$ cat src/rtl/l1_bus_responder.sv
// =====================================================================
// l1_bus_responder: turns L1 miss/RFO/writeback/upgrade requests into L2
// bus messages and MESI grants. Optional event counters: L2_STATS_EN. Rev 1.0
// =====================================================================
`default_nettype none

module l1_bus_responder #(
  parameter int ADDR_W    = 32,
  parameter int LATENCY   = 4,
  parameter int MSG_DEPTH = 4
) (
  input  logic              clk,
  input  logic              rst_n,
  input  logic              req_valid,
  output logic              req_ready,
  input  logic [1:0]        req_op,
  input  logic [ADDR_W-1:0] req_addr,
  input  logic              snoop_shared,
  output logic              rsp_valid,
  input  logic              rsp_ready,
  output logic [ADDR_W-1:0] rsp_addr,
  output logic [1:0]        rsp_mesi,
  output logic              msg_valid,
  input  logic              msg_ready,
  output logic [1:0]        msg_code,
  output logic [ADDR_W-1:0] msg_addr,
  output logic [15:0]       stat_reads,
  output logic [15:0]       stat_rfos,
  output logic [15:0]       stat_wbs
);

  localparam int c_ptr_w = $clog2(MSG_DEPTH);
  localparam logic [c_ptr_w:0] c_depth = (c_ptr_w + 1)'(MSG_DEPTH);
  localparam logic [3:0] c_lat_m1 = 4'(LATENCY - 1);

  localparam logic [1:0] c_op_read    = 2'd0;
  localparam logic [1:0] c_op_rfo     = 2'd1;
  localparam logic [1:0] c_op_wb      = 2'd2;
  localparam logic [1:0] c_op_upgrade = 2'd3;

  localparam logic [1:0] c_bus_read  = 2'd0;
  localparam logic [1:0] c_bus_write = 2'd1;
  localparam logic [1:0] c_bus_rfo   = 2'd2;
  localparam logic [1:0] c_bus_inv   = 2'd3;

  localparam logic [1:0] c_mesi_i = 2'b00;
  localparam logic [1:0] c_mesi_s = 2'b01;
  localparam logic [1:0] c_mesi_e = 2'b10;
  localparam logic [1:0] c_mesi_m = 2'b11;

  typedef enum logic [1:0] {
    ST_IDLE = 2'd0,
    ST_MSG  = 2'd1,
    ST_WAIT = 2'd2,
    ST_RESP = 2'd3
  } state_t;

  state_t              r_state;
  logic [1:0]          r_op;
  logic [ADDR_W-1:0]   r_addr;
  logic                r_shared;
  logic [3:0]          r_cnt;
  logic                r_req_ready;
  logic                r_rsp_valid;
  logic [ADDR_W-1:0]   r_rsp_addr;
  logic [1:0]          r_rsp_mesi;

  logic [1:0]          r_code_mem [MSG_DEPTH];
  logic [ADDR_W-1:0]   r_addr_mem [MSG_DEPTH];
  logic [c_ptr_w-1:0]  r_wr_ptr;
  logic [c_ptr_w-1:0]  r_rd_ptr;
  logic [c_ptr_w:0]    r_count;

  logic                w_accept;
  logic                w_push;
  logic                w_pop;
  logic [1:0]          w_msg_code;
  logic [1:0]          w_grant;

  assign w_accept = req_valid && r_req_ready;
  // Fullness uses the registered count only, so a same-cycle pop never frees a slot.
  assign w_push   = (r_state == ST_MSG) && (r_count < c_depth);
  assign w_pop    = (r_count != '0) && msg_ready;

  always_comb begin
    w_msg_code = c_bus_read;
    case (r_op)
      c_op_read:    w_msg_code = c_bus_read;
      c_op_rfo:     w_msg_code = c_bus_rfo;
      c_op_wb:      w_msg_code = c_bus_write;
      c_op_upgrade: w_msg_code = c_bus_inv;
      default:      w_msg_code = c_bus_read;
    endcase
  end

  always_comb begin
    w_grant = c_mesi_i;
    case (r_op)
      c_op_read:    w_grant = r_shared ? c_mesi_s : c_mesi_e;
      c_op_rfo:     w_grant = c_mesi_m;
      c_op_upgrade: w_grant = c_mesi_m;
      default:      w_grant = c_mesi_i;
    endcase
  end

  always_ff @(posedge clk or negedge rst_n) begin
    if (!rst_n) begin
      r_state     <= ST_IDLE;
      r_op        <= 2'd0;
      r_addr      <= '0;
      r_shared    <= 1'b0;
      r_cnt       <= 4'd0;
      r_req_ready <= 1'b0;
      r_rsp_valid <= 1'b0;
      r_rsp_addr  <= '0;
      r_rsp_mesi  <= 2'b00;
    end else begin
      case (r_state)
        ST_IDLE: begin
          r_req_ready <= 1'b1;
          if (w_accept) begin
            r_op        <= req_op;
            r_addr      <= req_addr;
            r_shared    <= snoop_shared;
            r_req_ready <= 1'b0;
            r_state     <= ST_MSG;
          end
        end
        ST_MSG: begin
          if (w_push) begin
            if (r_op == c_op_upgrade) begin
              // Upgrades need no data from L2, so they skip the latency model.
              r_state     <= ST_RESP;
              r_rsp_valid <= 1'b1;
              r_rsp_addr  <= r_addr;
              r_rsp_mesi  <= w_grant;
            end else begin
              r_state <= ST_WAIT;
              r_cnt   <= c_lat_m1;
            end
          end
        end
        ST_WAIT: begin
          if (r_cnt == 4'd0) begin
            r_state     <= ST_RESP;
            r_rsp_valid <= 1'b1;
            r_rsp_addr  <= r_addr;
            r_rsp_mesi  <= w_grant;
          end else begin
            r_cnt <= r_cnt - 4'd1;
          end
        end
        ST_RESP: begin
          if (rsp_ready) begin
            r_rsp_valid <= 1'b0;
            r_req_ready <= 1'b1;
            r_state     <= ST_IDLE;
          end
        end
        default: begin
          r_state     <= ST_IDLE;
          r_req_ready <= 1'b0;
          r_rsp_valid <= 1'b0;
        end
      endcase
    end
  end

  always_ff @(posedge clk or negedge rst_n) begin
    if (!rst_n) begin
      r_wr_ptr <= '0;
      r_rd_ptr <= '0;
      r_count  <= '0;
    end else begin
      if (w_push) r_wr_ptr <= r_wr_ptr + 1'b1;
      if (w_pop)  r_rd_ptr <= r_rd_ptr + 1'b1;
      if (w_push && !w_pop)      r_count <= r_count + 1'b1;
      else if (!w_push && w_pop) r_count <= r_count - 1'b1;
    end
  end

  always_ff @(posedge clk) begin
    if (w_push) begin
      r_code_mem[r_wr_ptr] <= w_msg_code;
      r_addr_mem[r_wr_ptr] <= r_addr;
    end
  end

  assign req_ready = r_req_ready;
  assign rsp_valid = r_rsp_valid;
  assign rsp_addr  = r_rsp_addr;
  assign rsp_mesi  = r_rsp_mesi;
  assign msg_valid = (r_count != '0);
  // Head is masked when empty so storage needs no reset and outputs read 0.
  assign msg_code  = msg_valid ? r_code_mem[r_rd_ptr] : 2'b00;
  assign msg_addr  = msg_valid ? r_addr_mem[r_rd_ptr] : '0;

`ifdef L2_STATS_EN
  logic [15:0] r_stat_reads;
  logic [15:0] r_stat_rfos;
  logic [15:0] r_stat_wbs;

  always_ff @(posedge clk or negedge rst_n) begin
    if (!rst_n) begin
      r_stat_reads <= 16'd0;
      r_stat_rfos  <= 16'd0;
      r_stat_wbs   <= 16'd0;
    end else if (w_accept) begin
      if (req_op == c_op_read && r_stat_reads != 16'hFFFF) r_stat_reads <= r_stat_reads + 16'd1;
      if (req_op == c_op_rfo  && r_stat_rfos  != 16'hFFFF) r_stat_rfos  <= r_stat_rfos + 16'd1;
      if (req_op == c_op_wb   && r_stat_wbs   != 16'hFFFF) r_stat_wbs   <= r_stat_wbs + 16'd1;
    end
  end

  assign stat_reads = r_stat_reads;
  assign stat_rfos  = r_stat_rfos;
  assign stat_wbs   = r_stat_wbs;
`else
  assign stat_reads = 16'd0;
  assign stat_rfos  = 16'd0;
  assign stat_wbs   = 16'd0;
`endif

endmodule

`default_nettype wire
$ cat config.mk
export PLATFORM = sky130hd
export DESIGN_NAME = l1_bus_responder
export DESIGN_NICKNAME = d
export VERILOG_FILES = /design/src/rtl/l1_bus_responder.sv
export SDC_FILE = /design/constraint.sdc
export NUM_CORES = 1
export LEC_CHECK = 0
export BUFFER_PORTS_ARGS = -buffer_cell sky130_fd_sc_hd__buf_2
export CAP_MARGIN = 40
export CORE_MARGIN = 3
export CORE_UTILIZATION = 60
export CTS_CLUSTER_DIAMETER = 120
export DETAILED_ROUTE_END_ITERATION = 10
export GPL_TIMING_DRIVEN = 1
export PLACE_DENSITY_LB_ADDON = 0.3
export SYNTH_ARGS = -nofsm -noshare
export SYNTH_HDL_FRONTEND = slang
export SYNTH_SLANG_ARGS = --single-unit
export TNS_END_PERCENT = 30
$ cat constraint.sdc
create_clock -name clk -period 7.45 [get_ports clk]
set_clock_uncertainty 0.2 [all_clocks]
set_input_delay 0.745 -clock clk [delete_from_list [all_inputs] [get_ports clk]]
set_output_delay 0.745 -clock clk [all_outputs]
set_load 0.05 [all_outputs]
# [Word-level counts from Yosys, hierarchy flattened]
# Memory sizes are Yosys's and may differ from the RTL's.
# Index checks and enable logic that the tools add are counted.
[totals] ramBits=136 mem_bits_ro=0 latch_bits=0 memories=2 out_inout_bits=119 reg_bits=84
[op_classes] n_div=0 n_mul=0 n_shift=0 muxes=35 reduce_logical=22 n_bitwise=0 order_cmp=1 add_sub_neg=5 eq_ne=13
[mem_list] memory="r_addr_mem" words=4 word_bits=32 rd=1 rd_clocked_by_memory_dff=0 wr=1 line="69" text="logic [ADDR_W-1:0] r_addr_mem [MSG_DEPTH];"
[mem_list] memory="r_code_mem" words=4 word_bits=2 rd=1 rd_clocked_by_memory_dff=0 wr=1 line="68" text="logic [1:0] r_code_mem [MSG_DEPTH];"
[op_table] cell="$mux 32" count=4
[op_table] cell="$pmux 32 s2" count=1
[op_table] cell="$mux 2" count=9
[op_table] cell="$pmux 2 s4" count=2
[op_table] cell="$mux 4" count=3
[op_table] cell="$ne 2x2->1 const B" count=6
[op_table] cell="$reduce_and 4->1" count=3
[op_table] cell="$mux 1" count=9
[op_table] cell="$eq 2x2->1 const B" count=4
[op_table] cell="$pmux 2 s2" count=2
[op_table] cell="$pmux 4 s2" count=1
[op_table] cell="$mux 3" count=2
[op_table] cell="$reduce_bool 2->1" count=3
[op_table] cell="$reduce_bool 3->1" count=2
[op_table] cell="$logic_and 1x1->1" count=5
[op_table] cell="$reduce_and 5->1" count=1
[op_table] cell="$add 2x1->2 const B" count=2
[op_table] cell="$eq 2x1->1 const B" count=2
[op_table] cell="$logic_not 2->1" count=2
[op_table] cell="$logic_not 4->1" count=1
[op_table] cell="$reduce_and 2->1" count=2
[op_table] cell="$sub 4x1->4 const B" count=1
[op_table] cell="$add 3x1->3 const B" count=1
[op_table] cell="$lt 3x3->1 const B" count=1
[op_table] cell="other kinds (6)" count=7

# [Longest topological paths before layout]
# Gate-level depths: netlist (run 1).
[depth] depth_word=6 depth_mapped=10 ltp_nobuf=9

# [Worst setup path after synthesis (run 1)]
# Ideal clock, no wire load.
[synth_path] kind="flip-flop to output port" startpoint="reg r_count[2]" endpoint="out msg_addr[22]" arrival_time_ps=1834 required_time_ps=6505 path_stages_with_launch=5 path_slack_ps=4671 n_path_buf=2 path_cell_list="dfrtp_1 > or3_1 > clkbuf_1 > clkbuf_1 > and2_1"
[synth_via] elab_chain_len=2
[synth_lines] element="start, declared" line="72" text="logic [c_ptr_w:0] r_count;"
[synth_lines] element="start signal, assigned" line="177" text="if (w_push && !w_pop) r_count <= r_count + 1'b1;"
[synth_lines] element="start signal, assigned" line="178" text="else if (!w_push && w_pop) r_count <= r_count - 1'b1;"
[synth_lines] element="$reduce_bool 3->1" line="193" text="assign msg_valid = (r_count != '0);"
[synth_lines] element="net msg_valid" line="23" text="output logic msg_valid,"
[synth_lines] element="$mux 32" line="196" text="assign msg_addr = msg_valid ? r_addr_mem[r_rd_ptr] : '0;"
[synth_lines] element="end, declared" line="26" text="output logic [ADDR_W-1:0] msg_addr,"
# The timed path passes the listed nets, and every way through them passes these cells.

# [Final worst setup path (run 1)]
[layout_path] startpoint="reg r_rd_ptr[0]" endpoint="out msg_addr[0]"
[layout_via] elab_chain_len=2
[layout_lines] element="start, declared" line="71" text="logic [c_ptr_w-1:0] r_rd_ptr;"
[layout_lines] element="start signal, assigned" line="176" text="if (w_pop) r_rd_ptr <= r_rd_ptr + 1'b1;"
[layout_lines] element="$mem_v2 4x32"
[layout_lines] element="$mux 32" line="196"
# No other way between the ends.

==> summary.txt, run 1 <==
Clocking
  – Clk sinks: 220
  – CTS tree: yes
  – Reg clk slew, reported paths: 0.06 ns
  – CTS max path bufs: 3
  – Total CTS buffers: 22
  – Total of cells resized after clock tree synthesis: 0
  – Root Driver: clkbuf_16
  – Post-CTS Setup Bufs: 0
  – # hold bufs at CTS: 1
  – Clk_lat worst skew: 0.49 ns
  – H-tree levels: 1

Critical path
  – CP max FO: 32
  – Worst path cell trace: buf_4 > mux4_2 > and2_1 > buf_2
  – CP delay by family, top: buffers and inverters
  – Critical path's largest stage delay: 0.60 ns
  – CP Class: reg2out
  – Buf/Inv on CP: 2
  – Reg-to-reg slack, setup: 4.61 ns
  – Critical path required time: 6.50 ns
  – Slowest CP cell: mux4_2
  – Worst Setup End Kind: output port
  – Arr. time, crit path: 2.50 ns
  – CP startpoint kind: register

Floorplanning
  – Core ar.: 0.0148 mm2
  – Core Rows: 44
  – Die area: 0.0168 mm2
  – Die X: 130 um
  – Die Y-Extent: 130 um
  – Starting Density: 0.621
  – I/O pins: 159

Placed design
  – Routability Congestion: 0.718
  – Detail Placement HPWL: 10.8 mm
  – IO Port Bufs: 110

Synthesis
  – Top_reg_cell synth: edfxtp_1
  – Ranking of synthesized cells by area: edfxtp_1, dfrtp_1, mux4_2
  – Post-Synthesis Cells: 507
  – Cell area after synthesis: 0.00916 mm2
  – Syn avg cell area: 18.1 um2
  – Top cell type by total area after synthesis: edfxtp_1
  – Yosys top cell area share: 0.446
  – Count of flip-flops with a built-in enable after synthesis: 136
  – Asr flop ratio synth: 0.382
  – Post-synthesis sequential area ratio: 0.676
  – FF+latch count, synth: 220
  – Synth warn: 0
  – Synth unique cells: 40

Finish
  – Fin nets: 682
  – N_diodes: 0
  – Most common cell after layout, fill and taps aside: edfxtp_1
  – Most frequent cells in the layout: edfxtp_1, buf_2, dfrtp_1
  – P&R area growth vs syn: 16.2%
  – Layout cells sized above 1: 0.420

Drt
  – Vias per std cell: 5.57
  – Post-route ant nets: 0
  – Total Wirelength: 17.1 mm
  – Iter 0 DRT Violations: 311
  – Vias: 4615
  – Remaining DRCs: 0
  – First-pass detailed-route iteration total: 4
  – Routed length per instance: 20.6 um

Timing
  – Slew Limit Headroom: 0.510
  – Setup_tns: 0 ns
  – Number of slew-limit violations in the final report: 0
  – RSZ-0062 raised after global routing: no
  – Slew @ Worst Pin: 0.735 ns
  – Final min period: 3.45 ns
  – Final-report setup violation count: 0
  – Final Hold Fails: 0
  – Hold WS: 0.277 ns
  – F_max: 290 MHz
  – Period Utilization, post-route: 0.462

Run
  – Total of max-cap violations: 0

GRT
  – Initial antenna violation count: 0
  – Largest net degree at the start of global routing: 69
  – GRT Total Usage: 0.208
  – Number of global-route vias before repair: 4965
  – First-pass GRT wire length: 27.0 mm
  – Global route total overflow: 0

Status
  – Status: finished, final reports clean

Worst hold path
  – HP Class: in2reg
-- path summary, 6_finish.rpt --
| check | startpoint | endpoint | cells past startpoint |
|---|---|---|---|
| min in group asynchronous | rst_n | r_addr[21] | 2 |
| setup reg to reg | r_cnt[0] | rsp_addr[3] | 7 |
| setup / recovery | r_rd_ptr[0] | msg_addr[0] | 4 |
| hold reg to reg | rsp_addr[11] | rsp_addr[11] | 1 |
| hold / removal | req_addr[10] | r_addr[10] | 2 |
| max in group asynchronous | rst_n | r_cnt[3] | 3 |
-- cells in the mapped netlist, types with 2 or more instances --
cell / n
and2_1: 39
xnor2_1: 4
inv_1: 10
xor2_1: 2
dfrtp_1: 84
ha_1: 12
mux2_4: 29
a21oi_1: 3
a31oi_1: 2
buf_2: 4
clkbuf_1: 13
nand2_1: 3
o21ai_0: 10
mux4_2: 34
mux2_2: 41
buf_4: 48
edfxtp_1: 136
nand3_1: 2
buf_12: 3
nor2_1: 3
mux2i_1: 2
nand3b_1: 3
nor2b_1: 3
-- final cells by class --
type                    count  area (um2)
clock inverters             8        93.8
flip-flops and latches    220        6190
inverters                  10        37.5
repair buffers            121         783
fillers                   915        4120
well taps                 184         230
multi-input cells         254        2620
clock buffers              32         691
-- routing by layer --
| layer | global-route usage | wire length [um] |
|---|---|---|
| met5 | 0 | 0 |
| met4 | 0.0568 | 267 |
| met3 | 0.0387 | 939 |
| met2 | 0.364 | 9020 |
| met1 | 0.273 | 6890 |
-- sequential cells by signal, indices dropped and copies added (netlist names) --
| name | count |
|---|---|
| r_addr | 32 |
| r_addr_mem | 128 |
| r_cnt | 4 |
| r_code_mem | 8 |
| r_count | 3 |
| r_op | 2 |
| r_rd_ptr | 2 |
| r_shared | 1 |
| r_state | 2 |
| r_wr_ptr | 2 |
| req_ready | 1 |
| rsp_addr | 32 |
| rsp_mesi | 2 |
| rsp_valid | 1 |
-- metrics by stage --
| step | cell area [um2] | setup WS, ns | cells | utilization |
|---|---|---|---|---|
| finish | 10600 | 4.00 | 829 | 0.721 |
| global route | 10600 | 3.86 | 829 | 0.721 |
| CTS | 10600 | 3.95 | 829 | 0.721 |
| detailed placement | 9840 | 4.48 | 788 | 0.667 |
| global placement | 9640 | 4.49 | 780 | 0.653 |
| floorplan | 9330 | 4.67 | 554 | - |
-- cells by family after synthesis --
family / synth area share
and+or+nand+nor: 0.0388
AOI/OAI and AO/OA: 0.0178
xor gates and xnor gates: 0.00574
DFF: 0.676
other: 0.000410
muxes: 0.184
adders and majority gates: 0.0186
buffers and inverters: 0.0592
Power of run 1 is not shown: default switching activity piles up to over one toggle a cycle in this logic, so the estimate is an artifact.
==> run 2, diff against run 1 <==
CORE_UTILIZATION = 50   (was 60)
clock period = 2.9 ns   (was 7.45 ns; I/O delays follow)
==> summary.txt, run 2 (synthesis gave the netlist of run 1 again) <==
Timing
  – F_max: 362 MHz
  – Period Utilization, post-route: 0.951
  – Slew @ Worst Pin: 0.747 ns (+0.0122 ns)
  – RSZ-0062 raised after global routing: no
  – Final worst setup slack: 0.141 ns (-3.86 ns)
  – Setup_tns: 0 ns (unchanged)
  – Final Hold Fails: 0 (unchanged)
  – Final min period: 2.76 ns
  – Number of slew-limit violations in the final report: 0 (unchanged)
  – Slew Limit Headroom: 0.502 (-0.00812)
  – Final-report setup violation count: 0 (unchanged)

Clocking
  – Root Driver: clkbuf_16
  – Clk sinks: 220 (unchanged)
  – CTS tree: yes
  – Total CTS buffers: 23 (+4.5%)
  – H-tree levels: 1 (unchanged)
  – CTS max path bufs: 3 (unchanged)
  – Reg clk slew, reported paths: 0.06 ns (about the same)
  – Clk_lat worst skew: 0.49 ns (about the same)
  – Post-CTS Setup Bufs: 0 (unchanged)

Drt
  – Total Wirelength: 17.4 mm (+1.7%)
  – First-pass detailed-route iteration total: 4 (unchanged)
  – Routed length per instance: 19.0 um (-8.1%)
  – Post-route ant nets: 0 (unchanged)
  – Iter 0 DRT Violations: 289 (-7.1%)
  – Remaining DRCs: 0 (unchanged)
  – Vias: 4750 (+2.9%)
  – Vias per std cell: 5.18 (-7.0%)

Finish
  – Fin nets: 729 (+6.9%)
  – Most flops, register: r_addr_mem
  – P&R area growth vs syn: 20.5%
  – Most frequent cells in the layout: edfxtp_1, buf_2, dfrtp_1
  – Most common cell after layout, fill and taps aside: edfxtp_1
  – Non-Filler Cell Area, Final: 0.0110 mm2 (+3.7%)
  – Layout cells sized above 1: 0.402 (-0.0184)
  – Max FFs per register: 128 (unchanged)
  – N_diodes: 0 (unchanged)
  – Fill cells: 1234 (+35%)

GRT
  – GRT Total Usage: 0.177 (-0.0315)
  – Number of global-route vias before repair: 5098 (+2.7%)
  – First-pass GRT wire length: 27.7 mm (+2.9%)
  – Largest net degree at the start of global routing: 55 (-20%)
  – Initial antenna violation count: 0 (unchanged)
  – Global route total overflow: 0 (unchanged)

Critical path
  – CP startpoint kind: register
  – Critical path required time: 2.41 ns (-4.09 ns)
  – Arr. time, crit path: 2.27 ns (-0.23 ns)
  – CP Class: reg2out
  – Worst Setup End Kind: output port
  – CP max FO: 23 (-28%)

Placed design
  – IO Port Bufs: 110 (unchanged)
  – Place WS: 0.343 ns (-4.14 ns)
  – Detail Placement HPWL: 11.3 mm (+4.4%)
  – DP Area: 0.00991 mm2 (+0.62%)
  – Routability Congestion: 0.780 (+8.7%)

Floorplanning
  – Die area: 0.0200 mm2 (+19%)
  – Core Rows: 48 (+9.1%)
  – Die Y-Extent: 141 um (+9.1%)
  – Die X: 141 um (+9.1%)
  – I/O pins: 159 (unchanged)
  – Core ar.: 0.0176 mm2 (+19%)
  – Starting Density: 0.520 (-0.100)

Status
  – Status: finished, final reports clean

Run
  – Total of max-cap violations: 0 (unchanged)

Worst hold path
  – HP Class: in2async
==> run 2: changes by cell type in the layout (fill, tap and decap cells not counted) <==
cell           change
buf_12             +5
buf_16             -6
buf_4             +10
clkbuf_1           +3
clkbuf_16          -1
clkbuf_8           -3
clkinv_2           +1
dfrtp_2            -1
dfrtp_4            +1
dlygate4sd3_1     +37
inv_6              +1
==> run 2: metal layers <==
layer / GRT usage / vias up / wire length [um]
met2: 0.296 / 167 / 8760
met4: 0.0464 / 0 / 374
met3: 0.0293 / 30 / 1080
met5: 0 / - / 0
li1: - / 2119 / -
met1: 0.244 / 2434 / 7200
==> run 2: metrics by stage <==
stage | utilization | instances | hold slack, ns
floorplan | - | 554 | -0.206
CTS | 0.627 | 917 | 0.220
global placement | 0.563 | 838 | 0.180
global route | 0.627 | 917 | 0.272
finish | 0.627 | 917 | 0.191
detailed placement | 0.563 | 838 | 0.199
==> run 2: area by class of cell <==
type	instances	area (um2)	share of cell area
Sequential cell	220	6190	0.561
Multi-Input combinational cell	254	2620	0.237
Timing Repair Buffer	167	1160	0.105
Clock buffer	31	636	0.0576
Tap cell	225	282	0.0255
Clock inverter	10	108	0.00975
Inverter	10	37.5	0.00340
==> run 2: critical path, cell delays in order (launching register included) <==
cell     delay [ns]
dfrtp_2        0.77
buf_4          0.30
mux4_2         0.32
and2_1         0.18
buf_2          0.21
==> run 2: path summary, 6_finish.rpt <==
check                      slack (ns)         from           end  cells after the start
max in group asynchronous        1.68        rst_n    r_addr[13]                      3
max reg2reg                      0.35     r_cnt[0]   rsp_addr[2]                      7
min                              0.19        rst_n     r_addr[0]                      2
min in group clk                 0.29    req_valid    r_addr[29]                      3
min reg2reg                      0.30  rsp_addr[3]   rsp_addr[3]                      1
max                              0.14  r_rd_ptr[1]  msg_addr[13]                      4
==> run 2: repair_timing <==
item                                    4_1_cts  5_1_grt
hold buffers                                 38        0
resized for setup                             0        1
endpoints found under the hold margin        92        0
endpoints found under the setup margin        0        3
Power of run 2 is left out for the same reason.
==> run 3, diff against run 2 <==
--- a/config.mk
+++ b/config.mk
@@ -11,4 +11,5 @@
 export CORE_UTILIZATION = 50
 export CTS_CLUSTER_DIAMETER = 120
+export CTS_CLUSTER_SIZE = 12
 export DETAILED_ROUTE_END_ITERATION = 10
 export GPL_TIMING_DRIVEN = 1
==> constraint.sdc (replaced) <==
create_clock -name clk -period 2.9 [get_ports clk]
set_clock_uncertainty 0.2 [all_clocks]
set_input_delay 0.29 -clock clk [delete_from_list [all_inputs] [get_ports clk]]
set_output_delay 0.29 -clock clk [all_outputs]
set_load 0.1 [all_outputs]
==> summary.txt, run 3 (synthesis gave the netlist of run 1 again) <==
Placed design
  – Placed insts: 836 (-0.24%)
  – DP Area: 0.0104 mm2 (+5.0%)
  – IO Port Bufs: 110 (unchanged)
  – Routability Congestion: 0.744 (-4.7%)
  – Detail Placement HPWL: 11.1 mm (-1.1%)

Critical path
  – CP startpoint kind: register
  – CP delay by family, top: multiplexers
  – Arr. time, crit path: 2.16 ns (-0.11 ns)
  – Critical path required time: 2.41 ns (about the same)
  – Worst Setup End Kind: output port
  – Slowest CP cell: mux4_2
  – Worst path cell trace: buf_4 > mux4_2 > and2_1 > buf_12
  – CP Class: reg2out
  – Critical path's largest stage delay: 0.55 ns (-0.22 ns)
  – Buf/Inv on CP: 2 (unchanged)
  – CP max FO: 19 (-17%)

Timing
  – Final Hold Fails: 0 (unchanged)
  – Final-report setup violation count: 0 (unchanged)
  – Number of slew-limit violations in the final report: 0 (unchanged)
  – RSZ-0062 raised after global routing: no
  – F_max: 377 MHz (+4.1%)
  – Setup_tns: 0 ns (unchanged)
  – Slew @ Worst Pin: 0.676 ns (-0.0716 ns)
  – Slew Limit Headroom: 0.549 (+0.0477)
  – Final min period: 2.65 ns (-0.110 ns)
  – Period Utilization, post-route: 0.914 (-0.0378)

Clocking
  – Clk sinks: 220 (unchanged)
  – Clk_lat worst skew: 0.49 ns (about the same)
  – CTS tree: yes
  – CTS max path bufs: 3 (unchanged)
  – Root Driver: clkbuf_16
  – Total CTS buffers: 22 (-4.3%)
  – Reg clk slew, reported paths: 0.06 ns (about the same)
  – H-tree levels: 1 (unchanged)
  – Post-CTS Setup Bufs: 0 (unchanged)

GRT
  – Largest net degree at the start of global routing: 51 (-7.3%)
  – Initial antenna violation count: 0 (unchanged)
  – GRT Total Usage: 0.173 (-0.00359)
  – First-pass GRT wire length: 27.3 mm (-1.6%)
  – Number of global-route vias before repair: 5081 (-0.33%)
  – Global route total overflow: 0 (unchanged)

Finish
  – Fin nets: 726 (-0.41%)
  – Non-Filler Cell Area, Final: 0.0114 mm2 (+3.6%)
  – N_diodes: 0 (unchanged)
  – Most common cell after layout, fill and taps aside: edfxtp_1
  – Layout cells sized above 1: 0.386 (-0.0157)
  – P&R area growth vs syn: 24.8%
  – Most flops, register: r_addr_mem
  – Core Util, Final: 0.649 (+0.0225)
  – Max FFs per register: 128 (unchanged)
  – Non-filler instance count after layout: 914 (-0.33%)
  – Most frequent cells in the layout: edfxtp_1, dfrtp_1, buf_2

Drt
  – Total Wirelength: 17.0 mm (-2.1%)
  – Vias per std cell: 5.10 (-1.6%)
  – Routed length per instance: 18.6 um (-1.8%)
  – First-pass detailed-route iteration total: 4 (unchanged)
  – Vias: 4661 (-1.9%)
  – Iter 0 DRT Violations: 260 (-10%)
  – Post-route ant nets: 0 (unchanged)
  – Remaining DRCs: 0 (unchanged)

Floorplanning
  – Starting Density: 0.520 (unchanged)
  – Die X: 141 um (unchanged)
  – I/O pins: 159 (unchanged)
  – Die Y-Extent: 141 um (unchanged)
  – Die area: 0.0200 mm2 (unchanged)
  – Core Rows: 48 (unchanged)
  – Core ar.: 0.0176 mm2 (unchanged)

Run
  – Total of max-cap violations: 0 (unchanged)

Worst hold path
  – HP Class: in2async

Status
  – Status: finished, final reports clean
==> run 3: cell types whose count changed in the layout (fill, tap and decap cells not counted), sizes merged <==
cell      change
buf           -2
clkinv        -6
bufinv        -2
clkbuf        +8
clkinvlp      -1
==> run 3: per-layer routing <==
layer	track usage	share of wire
met4	0.0439	0.017
met5	0	0
met3	0.0253	0.050
met1	0.236	0.42
met2	0.297	0.51
==> run 3: area by class of cell <==
| cell class | instances | area, um2 |
|---|---|---|
| sequential | 220 | 6190 |
| timing repair buffer | 165 | 1660 |
| tap | 225 | 282 |
| fill | 1208 | 6170 |
| multi-input combinational | 254 | 2620 |
| clock buffer | 39 | 636 |
| clock inverter | 1 | 8.76 |
| inverter | 10 | 37.5 |
==> run 3: timing repair <==
action                                 CTS  global route
hold buffers                            38             0
resized for setup                        0             0
endpoints found under the hold margin   88             0
==> run 3: path summary, 6_finish.rpt <==
| check | startpoint | endpoint | slack (ns) | depth (start not counted) |
|---|---|---|---|---|
| min in group clk | req_valid | r_op[1] | 0.27 | 3 |
| max reg2reg | r_state[1] | r_count[2] | 0.41 | 9 |
| max in group asynchronous | rst_n | rsp_addr[21] | 1.70 | 3 |
| max | r_rd_ptr[0] | msg_addr[31] | 0.25 | 4 |
| min reg2reg | rsp_addr[3] | rsp_addr[3] | 0.30 | 1 |
| min | rst_n | rsp_mesi[0] | 0.17 | 2 |
==> run 3: worst register-to-register path: cells and delay by family, from the launching register on <==
kind / cells / cell delay (ns)
and+or+nand+nor: 2 / 0.35
xor gates and xnor gates: 2 / 0.34
DFF: 1 / 0.41
adders and majority gates: 3 / 0.92
buffers and inverters: 2 / 0.19
==> run 3: through the flow <==
stage / setup WS (ns) / hold slack, ns
after global placement: 0.554 / 0.168
final: 0.251 / 0.170
after detailed placement: 0.431 / 0.174
after CTS: 0.212 / 0.193
after global routing: 0.127 / 0.255
after floorplan: 0.279 / -0.206
Power of run 3 is left out for the same reason.
